<file path="src/rtl/ram_sweep_sp.sv">
// Single-port RAM with registered read, valid strobe, and a hardware init sweep
// that runs after reset or a clear pulse. Optional parity: define RAM_SWEEP_PARITY_EN.
module ram_sweep_sp #(
  parameter int                  WORDSIZE   = 8,
  parameter int                  ADDR_SIZE  = 4,
  parameter logic [WORDSIZE-1:0] INIT_VALUE = '0
) (
  input  logic                 clk,
  input  logic                 rst_n,
  input  logic                 req,
  input  logic                 write_en,
  input  logic [ADDR_SIZE-1:0] addr,
  input  logic [WORDSIZE-1:0]  data_in,
  input  logic                 clear,
`ifdef RAM_SWEEP_PARITY_EN
  input  logic                 parity_inject,
  output logic                 parity_err,
`endif
  output logic                 ready,
  output logic                 rd_valid,
  output logic [WORDSIZE-1:0]  data_out
);
  localparam int DEPTH = 1 << ADDR_SIZE;
`ifdef RAM_SWEEP_PARITY_EN
  localparam int MW = WORDSIZE + 1;
`else
  localparam int MW = WORDSIZE;
`endif

  typedef enum logic {INIT, IDLE} state_t;

  state_t               state;
  logic [ADDR_SIZE-1:0] cnt;
  logic [MW-1:0]        mem [DEPTH];

  logic                 acc, wr_acc, rd_acc, wr_en;
  logic [ADDR_SIZE-1:0] wr_addr;
  logic [WORDSIZE-1:0]  wr_data;
  logic [MW-1:0]        wr_word;
  logic [MW-1:0]        rd_word;

  // clear wins over req: the cycle clear is seen accepts nothing
  assign ready  = (state == IDLE) && !clear;
  assign acc    = req && ready;
  assign wr_acc = acc && write_en;
  assign rd_acc = acc && !write_en;

  always_comb begin
    wr_en   = (state == INIT) || wr_acc;
    wr_addr = (state == INIT) ? cnt : addr;
    wr_data = (state == INIT) ? INIT_VALUE : data_in;
`ifdef RAM_SWEEP_PARITY_EN
    wr_word = {(^wr_data) ^ (wr_acc & parity_inject), wr_data};
`else
    wr_word = wr_data;
`endif
  end

  assign rd_word = mem[addr];

  // Array has no reset; the sweep is what gives it defined contents
  always_ff @(posedge clk) begin
    if (wr_en) mem[wr_addr] <= wr_word;
  end

  always_ff @(posedge clk or negedge rst_n) begin
    if (!rst_n) begin
      state    <= INIT;
      cnt      <= '0;
      rd_valid <= 1'b0;
      data_out <= '0;
`ifdef RAM_SWEEP_PARITY_EN
      parity_err <= 1'b0;
`endif
    end else begin
      rd_valid <= rd_acc;
`ifdef RAM_SWEEP_PARITY_EN
      parity_err <= rd_acc ? (^rd_word) : 1'b0;
`endif
      if (rd_acc) data_out <= rd_word[WORDSIZE-1:0];
      case (state)
        INIT: begin
          cnt <= cnt + 1'b1;
          if (&cnt) state <= IDLE;
        end
        IDLE: begin
          if (clear) begin
            state <= INIT;
            cnt   <= '0;
          end
        end
        default: state <= INIT;
      endcase
    end
  end
endmodule

</file>
<file path="config.mk">
export PLATFORM = sky130hd
export DESIGN_NAME = ram_sweep_sp
export DESIGN_NICKNAME = d
export VERILOG_FILES = /design/src/rtl/ram_sweep_sp.sv
export SDC_FILE = /design/constraint.sdc
export NUM_CORES = 1
export LEC_CHECK = 0
export BUFFER_PORTS_ARGS = -buffer_cell sky130_fd_sc_hd__buf_2
export CORE_ASPECT_RATIO = 0.7
export CORE_MARGIN = 5
export CORE_UTILIZATION = 40
export CTS_CLUSTER_SIZE = 30
export DETAILED_ROUTE_END_ITERATION = 8
export PLACE_DENSITY = 0.58
export SLEW_MARGIN = 10
export SYNTH_ARGS = -nofsm -noshare
export SYNTH_HDL_FRONTEND = slang
export SYNTH_SLANG_ARGS = --single-unit
</file>
<file path="constraint.sdc">
create_clock -name clk -period 2.15 [get_ports clk]
set_input_delay 0.215 -clock clk [delete_from_list [all_inputs] [get_ports clk]]
set_output_delay 0.215 -clock clk [all_outputs]
set_load 0.1 [all_outputs]
</file>
==> out/results.tsv, run 1 <==
metric	value	unit
netlist_area	5780	um^2
clk_pin_slew_worst_paths	0.06	ns
vias_per_cell	5.31	
synth_cell_type_count	42	
regArea	4190	um^2
post-route-util	48.9	%
wire_per_inst	21.6	um
async_flop_share	9.86	%
cts_buffers	17	
io_pins	27	
worst-slew-pin-transition	0.698	ns
dp_hpwl	8280	um
rsz0062_at_grt	false	
num_vias	3002	
seq_area_frac_synth	72.5	%
path_max_fanout	12	
crit_required	2.21	ns
cp_top_family	simple AND/OR/NAND/NOR gates	
drc	0	
cts_hold_buffers	1	
port-buffer-count	26	
setup_viol	0	
grt_max_degree	20	
clock_tree.buffer_depth	2	
routabilityCongestion	0.815	
cpMaxStageDelayCell	nor2_1	
layout_setup_ws	0.327	ns
grt_usage	15.4	%
finalPower	9.14	mW
hp-class	in2reg	
dr.pass1.iters	4	
syn_area_per_cell	19.1	um^2
final_common_cell	edfxtp_1	
rows	36	
nets	380	
yosys_warnings	0	
die_y	111	um
drive_gt1_share	31.5	%
synth.net_count	321	
cts_resized	0	
p_leak	2.47	nW
power.density	1330	nW/um^2
maxCapViolCount	0	
ys.flop_type	edfxtp_1	
fin_crit	1.82	ns
critPathArrivalTime	1.88	ns
critPathLaunchType	flop	
cts_setup_buffers	0	
grt_pass1_wl	19300	um
crit_top_cell	nand2_1	
cts_root_buf	clkbuf_16	
multi_input_area	1470	um^2
syn2layout_area_growth	18.8	%
insertion_delay	0.42	ns
n_fill_cell	1193	
status	complete, no violations	
grt_pass1_vias	3172	
dieArea	17000	um^2
core_area	14100	um^2
antenna_found_initial	0	
hold_viol_final	0	
start_util	41.1	%
syn_inst	303	
cts.htree.levels	4	
finClkSkew	0.00629	ns
die_w	154	um
final_cell_mix	edfxtp_1, buf_4, buf_2	
wl	12200	um
fmax	549	MHz
synth_edf_count	128	
period_share	84.8	%
synth_seq_cells	142	
end_kind	flop	
vdd_ir_drop_max	0.000718	V
cts_tree	built	
dp.cells	532	
drt-initial-drc-count	164	
clock-sinks	142	
grt_overflow_total	0	
final_cells	565	
path_cells	nand2b_1 -> nand2_1 -> nand2_1 -> nor2_1	
ant_nets	0	
slew_violations	0	
critPathKind	reg2reg	
place_worst_setup_slack	0.251	ns
critPathBufInv	0	
slew_headroom	53.3	%
tns	0	ns
critPathMaxStageDelay	0.54	ns
diodes	0	
path summary, 6_finish.rpt:
check / start / endpoint / slack [ns] / cells past startpoint
hold reg to reg: data_out[5] / data_out[5] / 0.52 / 2
min in group asynchronous: rst_n / cnt[3] / 0.24 / 2
hold / removal: clear / cnt[1] / 0.14 / 3
setup / recovery: state / mem[11][3] / 0.33 / 4
setup reg to reg: state / mem[11][3] / 0.33 / 4
max in group asynchronous: rst_n / data_out[1] / 1.63 / 2
flip-flops by register name, summed over array words and instances, names as in the netlist:
register	cells
mem	128
data_out	8
cnt	4
rd_valid	1
state	1
tightest hold or removal path, cell delays in order:
cell and delay, ns:
buf_2 0.10, buf_4 0.14, o2bb2ai_1 0.07
cells by family (layout without fill, tap and decap cells):
family	after synthesis	after routing	synth area share, %
DFF	142	142	72.5
and+or+nand+nor	63	63	5.28
buffers and inverters	20	92	2.01
muxes	48	48	15.9
adders and majority gates	1	1	0.216
xor gates and xnor gates	2	2	0.303
AOI/OAI and AO/OA	27	27	3.72
Yosys cell counts, types with 3 or more instances:
library cell | count | area (um^2)
mux4_1 | 13 | 342
nor2_1 | 23 | 86.3
mux2i_1 | 11 | 110
buf_2 | 8 | 40.0
mux2_4 | 5 | 75.1
clkbuf_1 | 4 | 15.0
mux4_2 | 16 | 360
nand2_1 | 14 | 52.6
nand3_1 | 4 | 20.0
o22ai_1 | 4 | 25.0
a22oi_1 | 3 | 22.5
dfrtp_1 | 14 | 350
mux2_2 | 3 | 33.8
o31ai_1 | 6 | 45.0
edfxtp_1 | 128 | 3840
and2_1 | 10 | 62.6
a22oi_2 | 5 | 62.6
stage by stage:
step	cell area, um^2	hold slack (ns)
3_5_place_dp	6290	0.153
4_1_cts	6870	0.123
6_report	6870	0.143
5_1_grt	6870	0.144
3_3_place_gp	6290	0.147
2_1_floorplan	5780	-0.0806
area by class of cell:
class	count	area share, %
timing repair buffer	57	5.54
inverter	3	0.164
clock inverter	15	2.17
sequential	142	61.0
tap	190	3.46
clock buffer	17	6.19
multi-input combinational	141	21.4
where the power goes:
part	internal (mW)	leakage, nW	switching (mW)	total (mW)
logic	0.706	0.817	1.55	2.25
clock network	1.63	0.274	1.20	2.82
registers	3.81	1.37	0.253	4.07
metal layers:
| layer | global-route usage (%) | wire length, um |
|---|---|---|
| met5 | 0 | 0 |
| met4 | 5.65 | 201 |
| met3 | 4.03 | 607 |
| met2 | 22.1 | 5540 |
| met1 | 22.5 | 5860 |
Note: power is estimated with default switching activity, not from simulation.
==> run 2, diff against run 1 <==
--- a/config.mk
+++ b/config.mk
@@ -11,7 +11,7 @@
 export CORE_UTILIZATION = 40
 export CTS_CLUSTER_SIZE = 30
 export DETAILED_ROUTE_END_ITERATION = 8
-export PLACE_DENSITY = 0.58
+export PLACE_DENSITY = 0.6
 export SLEW_MARGIN = 10
 export SYNTH_ARGS = -nofsm -noshare
 export SYNTH_HDL_FRONTEND = slang
==> constraint.sdc (replaced) <==
create_clock -name clk -period 1.6 [get_ports clk]
set_input_delay 0.16 -clock clk [delete_from_list [all_inputs] [get_ports clk]]
set_output_delay 0.16 -clock clk [all_outputs]
set_load 0.1 [all_outputs]
==> run 2 against run 1 <==
Against the previous run: the run now ends with negative setup slack left; register-to-register slack got worse by 0.34 ns; maximum frequency is 13% higher; critical path type unchanged; worst setup slack got worse by 0.34 ns; critical endpoint is now mem[10][3]; utilization is 5.3 points higher; sequential share of layout area is 5.9 points lower; via count grew 2.7%; die area is the same; clock skew is 0.0067 ns higher; worst hold slack got worse by 0.092 ns; non-clock buffer count grew 15; first-iteration DRC count grew 51%; count of clock-buffer cells in the layout is 2 higher.
==> out/results.tsv, run 2 (synthesis results as in run 1) <==
metric	value	unit	change
p_int	9.62	mW	was 6.14 mW
hold_viol_final	0		unchanged
cts_root_buf	clkbuf_16		unchanged
start_util	41.1	%	unchanged
finClkSkew	0.0129	ns	was 0.00629 ns
ant_nets	0		unchanged
power.density	1860	nW/um^2	was 1330 nW/um^2
die_y	111	um	unchanged
dpl-instance-area	6770	um^2	was 6290 um^2
pwr-share-seq	38.8	%	was 44.5%
r2r_setup_slack	-0.01	ns	was 0.33 ns
final_cell_mix	edfxtp_1, buf_2, buf_12		was edfxtp_1, buf_4, buf_2
cts_buffers	17		unchanged
wl	12900	um	was 12200 um
cts.htree.levels	4		unchanged
rsz0062_at_grt	true		was false
min_from	req		was clear
grt_pass1_wl	20000	um	was 19300 um
stdcell_area	7610	um^2	was 6870 um^2
reg2reg_to	mem[10][3]		was mem[11][3]
worst-slew-pin-transition	0.564	ns	was 0.698 ns
die_w	154	um	unchanged
hp-class	in2reg		unchanged
min_path_cells	3		unchanged
drt-initial-drc-count	247		was 164
place_worst_setup_slack	-0.142	ns	was 0.251 ns
dr.pass1.iters	4		unchanged
fmax	621	MHz	was 549 MHz
setup_viol	8		was 0
layout_setup_ws	-0.0115	ns	was 0.327 ns
vdd_ir_drop_max	0.00126	V	was 0.000718 V
tns	-0.0486	ns	was 0 ns
drive_gt1_share	44.3	%	was 31.5%
path_max_fanout	8		was 12
period_share	101	%	was 84.8%
cp_top_family	simple AND/OR/NAND/NOR gates		unchanged
fin_crit	1.61	ns	was 1.82 ns
path_cells	nand2b_1 -> nand2_2 -> buf_4 -> nand2_4 -> nor2_4 -> buf_12		was nand2b_1 -> nand2_1 -> nand2_1 -> nor2_1
clock_tree.buffer_depth	2		unchanged
clock-sinks	142		unchanged
core_area	14100	um^2	unchanged
post-route-util	54.1	%	was 48.9%
p_comb_share	31.6	%	was 24.6%
rr_startpoint	state		unchanged
failed_checks	negative setup slack		
clk_pin_slew_worst_paths	0.06	ns	about the same
port-buffer-count	26		unchanged
rows	36		unchanged
routabilityCongestion	0.815		about the same
end_kind	flop		unchanged
status	complete, but fails checks		was complete, no violations
critPathKind	reg2reg		unchanged
slew_headroom	62.4	%	was 53.3%
crit_required	1.72	ns	was 2.21 ns
critPathMaxStageDelay	0.45	ns	was 0.54 ns
syn2layout_area_growth	31.6	%	was 18.8%
grt_usage	16.0	%	was 15.4%
antenna_found_initial	0		unchanged
final_common_cell	edfxtp_1		unchanged
reg_top3	mem (128), data_out (8), cnt (4)		unchanged
critPathArrivalTime	1.73	ns	was 1.88 ns
p_switching	4.52	mW	was 3.00 mW
vias_per_cell	5.34		was 5.31
critPathLaunchType	flop		unchanged
insertion_delay	0.41	ns	was 0.42 ns
grt_pass1_vias	3215		was 3172
maxCapViolCount	0		unchanged
dp_hpwl	8580	um	was 8280 um
slew_violations	0		unchanged
num_vias	3084		was 3002
grt_overflow_total	0		unchanged
drc	0		unchanged
top_register	mem		unchanged
hold-path-endpoint	rd_valid		was cnt[1]
diodes	0		unchanged
wire_per_inst	22.3	um	was 21.6 um
p_leak	2.70	nW	was 2.47 nW
nets	395		was 380
largest_reg_flops	128		unchanged
cpMaxStageDelayCell	dfrtp_2		was nor2_1
swShare	32.0	%	was 32.8%
grt_max_degree	22		was 20
critPathBufInv	2		was 0
finalPower	14.1	mW	was 9.14 mW
cts_tree	built		unchanged
dieArea	17000	um^2	unchanged
power_frac_clock	29.5	%	was 30.9%
reg2regPathDepth	6		was 4
io_pins	27		unchanged
==> run 2: what timing repair did <==
action / in CTS / in global routing
setup buffers: 3 / 2
pin swaps: 7 / 7
endpoints found under the setup margin: 225 / 175
gates resized for setup: 25 / 15
hold endpoints to repair: 14 / 0
hold buffers: 1 / 0
==> run 2: area by class of cell <==
cell class	count	area, um^2
repair buffers	72	774
clock inverters	11	191
multi-input cells	141	1760
flip-flops and latches	142	4200
clock buffers	19	433
fillers	1077	6440
well taps	190	238
inverters	3	13.8
==> run 2: power groups by stage <==
stage / clock, mW / combinational [mW] / sequential, mW
floorplan: 0 / 1.84 / 6.11
global placement: 0 / 4.02 / 5.49
detailed placement: 0 / 4.09 / 5.52
CTS: 4.23 / 4.47 / 5.49
global route: 4.43 / 4.75 / 5.56
finish: 4.18 / 4.47 / 5.49
==> run 2: worst max-delay path by stage <==
| stage | slack, ns | end | cells past startpoint | from |
|---|---|---|---|---|
| 6_report | -0.01 | mem[10][3] | 6 | state |
| 5_1_grt | -0.06 | mem[1][1] | 5 | state |
| 4_1_cts | -0.01 | mem[3][0] | 4 | state |
| 3_5_place_dp | -0.14 | mem[5][2] | 5 | state |
| 3_3_place_gp | -0.11 | data_out[3] | 6 | addr[0] |
| 2_1_floorplan | -0.04 | mem[4][0] | 5 | state |
==> run 2: routing by layer <==
layer,global-route usage (%),vias up,wire length [um]
met5,0,-,0
met3,6.33,7,1010
met1,23.0,1592,5910
met4,4.06,0,94
met2,22.9,105,5880
li1,-,1380,-
==> run 2: worst reg2reg max path, stage by stage (launching register included) <==
cell and delay, ns:
dfrtp_2 0.45, nand2b_1 0.22, nand2_2 0.14, buf_4 0.13, nand2_4 0.08, nor2_4 0.15
buf_12 0.15
==> run 2: per-stage QoR <==
step	cells	hold WS [ns]
floorplan	303	-0.136
global placement	545	0.0914
detailed placement	545	0.0986
CTS	579	0.0853
global route	578	0.0540
finish	578	0.0505
==> run 3, diff against run 2 <==
--- a/config.mk
+++ b/config.mk
@@ -6,7 +6,7 @@
 export NUM_CORES = 1
 export LEC_CHECK = 0
 export BUFFER_PORTS_ARGS = -buffer_cell sky130_fd_sc_hd__buf_2
-export CORE_ASPECT_RATIO = 0.7
+export CORE_ASPECT_RATIO = 1.1
 export CORE_MARGIN = 5
 export CORE_UTILIZATION = 40
 export CTS_CLUSTER_SIZE = 30
==> run 3 against run 2 <==
Against the previous run: the flow still finishes with violations (negative setup slack); total power shrank 0.95%; maximum frequency fell by 2.8%; critical path depth stayed put; count of clock-buffer cells in the layout shrank 1; combinational power is 2% lower; sequential share of layout area rose by 0.29 points; sequential power about the same; register-to-register slack worse by 0.05 ns; first-iteration DRC count is 3.6% lower; sequential cell count unchanged.
==> out/results.tsv, run 3 (synthesis results as in run 1) <==
metric	value	unit	change
drive_gt1_share	45.7	%	was 44.3%
ant_nets	0		unchanged
clock-sinks	142		unchanged
grt_pass1_wl	19300	um	was 20000 um
syn2layout_area_growth	30.9	%	was 31.6%
grt_overflow_total	0		unchanged
die_y	136	um	was 111 um
vias_per_cell	5.21		was 5.34
clock_tree.buffer_depth	2		unchanged
finClkSkew	0.00369	ns	was 0.0129 ns
clk_pin_slew_worst_paths	0.06	ns	about the same
dp_hpwl	8390	um	was 8580 um
finalPower	14.0	mW	was 14.1 mW
drc	0		unchanged
hold_viol_final	0		unchanged
rsz0062_at_grt	true		unchanged
slew_violations	0		unchanged
final_common_cell	edfxtp_1		unchanged
grt_usage	15.7	%	was 16.0%
top_register	mem		unchanged
cts.htree.levels	4		unchanged
grt_pass1_vias	3212		was 3215
cts_tree	built		unchanged
routabilityCongestion	0.756		was 0.815
n_fill_cell	1125		was 1077
failed_checks	negative setup slack		unchanged
crit_required	1.73	ns	was 1.72 ns
end_kind	flop		unchanged
core_area	14300	um^2	was 14100 um^2
critPathArrivalTime	1.79	ns	was 1.73 ns
port-buffer-count	26		unchanged
dieArea	17000	um^2	about the same
tns	-0.871	ns	was -0.0486 ns
antenna_found_initial	0		unchanged
worst-slew-pin-transition	0.506	ns	was 0.564 ns
critPathKind	reg2reg		unchanged
maxCapViolCount	0		unchanged
path_cells	buf_6 -> buf_8 -> o22ai_4 -> nand2_4 -> nor2_4 -> buf_12		was nand2b_1 -> nand2_2 -> buf_4 -> nand2_4 -> nor2_4 -> buf_12
vdd_ir_drop_max	0.00101	V	was 0.00126 V
drt-initial-drc-count	238		was 247
cts_root_buf	clkbuf_16		unchanged
power.density	1850	nW/um^2	was 1860 nW/um^2
wire_per_inst	21.2	um	was 22.3 um
diodes	0		unchanged
cts_buffers	17		unchanged
hp-class	in2reg		unchanged
slew_headroom	66.5	%	was 62.4%
largest_reg_flops	128		unchanged
fmax	603	MHz	was 621 MHz
status	complete, but fails checks		unchanged
wl	12500	um	was 12900 um
insertion_delay	0.41	ns	about the same
nets	401		was 395
io_pins	27		unchanged
regArea	4200	um^2	unchanged
rows	46		was 36
grt_max_degree	18		was 22
num_vias	3061		was 3084
hold_slack	0.0671	ns	was 0.0505 ns
layout_setup_ws	-0.0585	ns	was -0.0115 ns
fin_crit	1.66	ns	was 1.61 ns
setup_viol	31		was 8
period_share	104	%	was 101%
final_cell_mix	edfxtp_1, buf_4, buf_2		was edfxtp_1, buf_2, buf_12
critPathMaxStageDelay	0.44	ns	was 0.45 ns
path_max_fanout	6		was 8
start_util	40.3	%	was 41.1%
critPathLaunchType	flop		unchanged
die_w	125	um	was 154 um
cpMaxStageDelayCell	dfrtp_2		unchanged
multi_input_area	1740	um^2	was 1760 um^2
p_leak	2.73	nW	was 2.70 nW
dr.pass1.iters	5		was 4
reg_top3	mem (128), data_out (8), cnt (4)		unchanged
-- run 3: changes by cell type in the layout (fill, tap and decap cells not counted), moves of 2 or more --
cell        delta
buf_4          +9
buf_12         -6
clkinv_2       +5
buf_6          +2
clkinvlp_4     -2
nor2_2         +2
-- run 3: final cells by class --
cell class,count,share of cell area (%)
Clock buffer,18,5.67
Clock inverter,14,2.60
Inverter,3,0.182
Multi-Input combinational cell,141,22.9
Sequential cell,142,55.4
Tap cell,192,3.17
Timing Repair Buffer,78,10.0
-- run 3: final timing paths --
path                             start          end  slack (ns)  depth (start not counted)
max                              state   mem[10][5]       -0.06                          6
min                                req     rd_valid        0.07                          3
max reg2reg                      state   mem[10][5]       -0.06                          6
min reg2reg                data_out[5]  data_out[5]        0.49                          2
max in group asynchronous        rst_n        state        1.13                          2
min in group asynchronous        rst_n       cnt[3]        0.19                          2
-- run 3: critical path, delay by kind of cell, from the launching register on --
family                 cells  cell delay (ns)
flip-flops                 1             0.44
buffers and inverters      3             0.39
AND/OR/NAND/NOR            2             0.33
AO/OA/AOI/OAI              1             0.21
-- run 3: what timing repair did --
action,CTS,global route
hold buffers,1,0
hold endpoints to repair,14,0
endpoints found under the setup margin,166,227
resized for setup,15,25
pin swaps,10,11
buffers inserted,6,2
-- run 3: report_power, final --
| part | internal [mW] | switching, mW |
|---|---|---|
| registers | 5.12 | 0.346 |
| logic | 1.72 | 2.66 |
| clock network | 2.74 | 1.42 |
| total | 9.58 | 4.42 |
-- run 3: routing by layer --
layer  up-vias  wire [um]  GRT usage, %
met5         -          0             0
met4         0        261          6.09
met3        20        445          3.93
met2        70       6400          26.4
met1      1579       5370          19.7
li1       1392          -             -
-- run 3: through the flow --
step                      setup WS (ns)  std cells  utilization, %  cell area (um^2)
final                           -0.0585        588            52.8              7570
after global routing             -0.106        588            52.8              7570
after CTS                        -0.131        586            52.1              7470
after detailed placement         -0.167        547            46.8              6710
after global placement           -0.122        547            46.8              6710
after floorplan                 -0.0432        303               -              5950
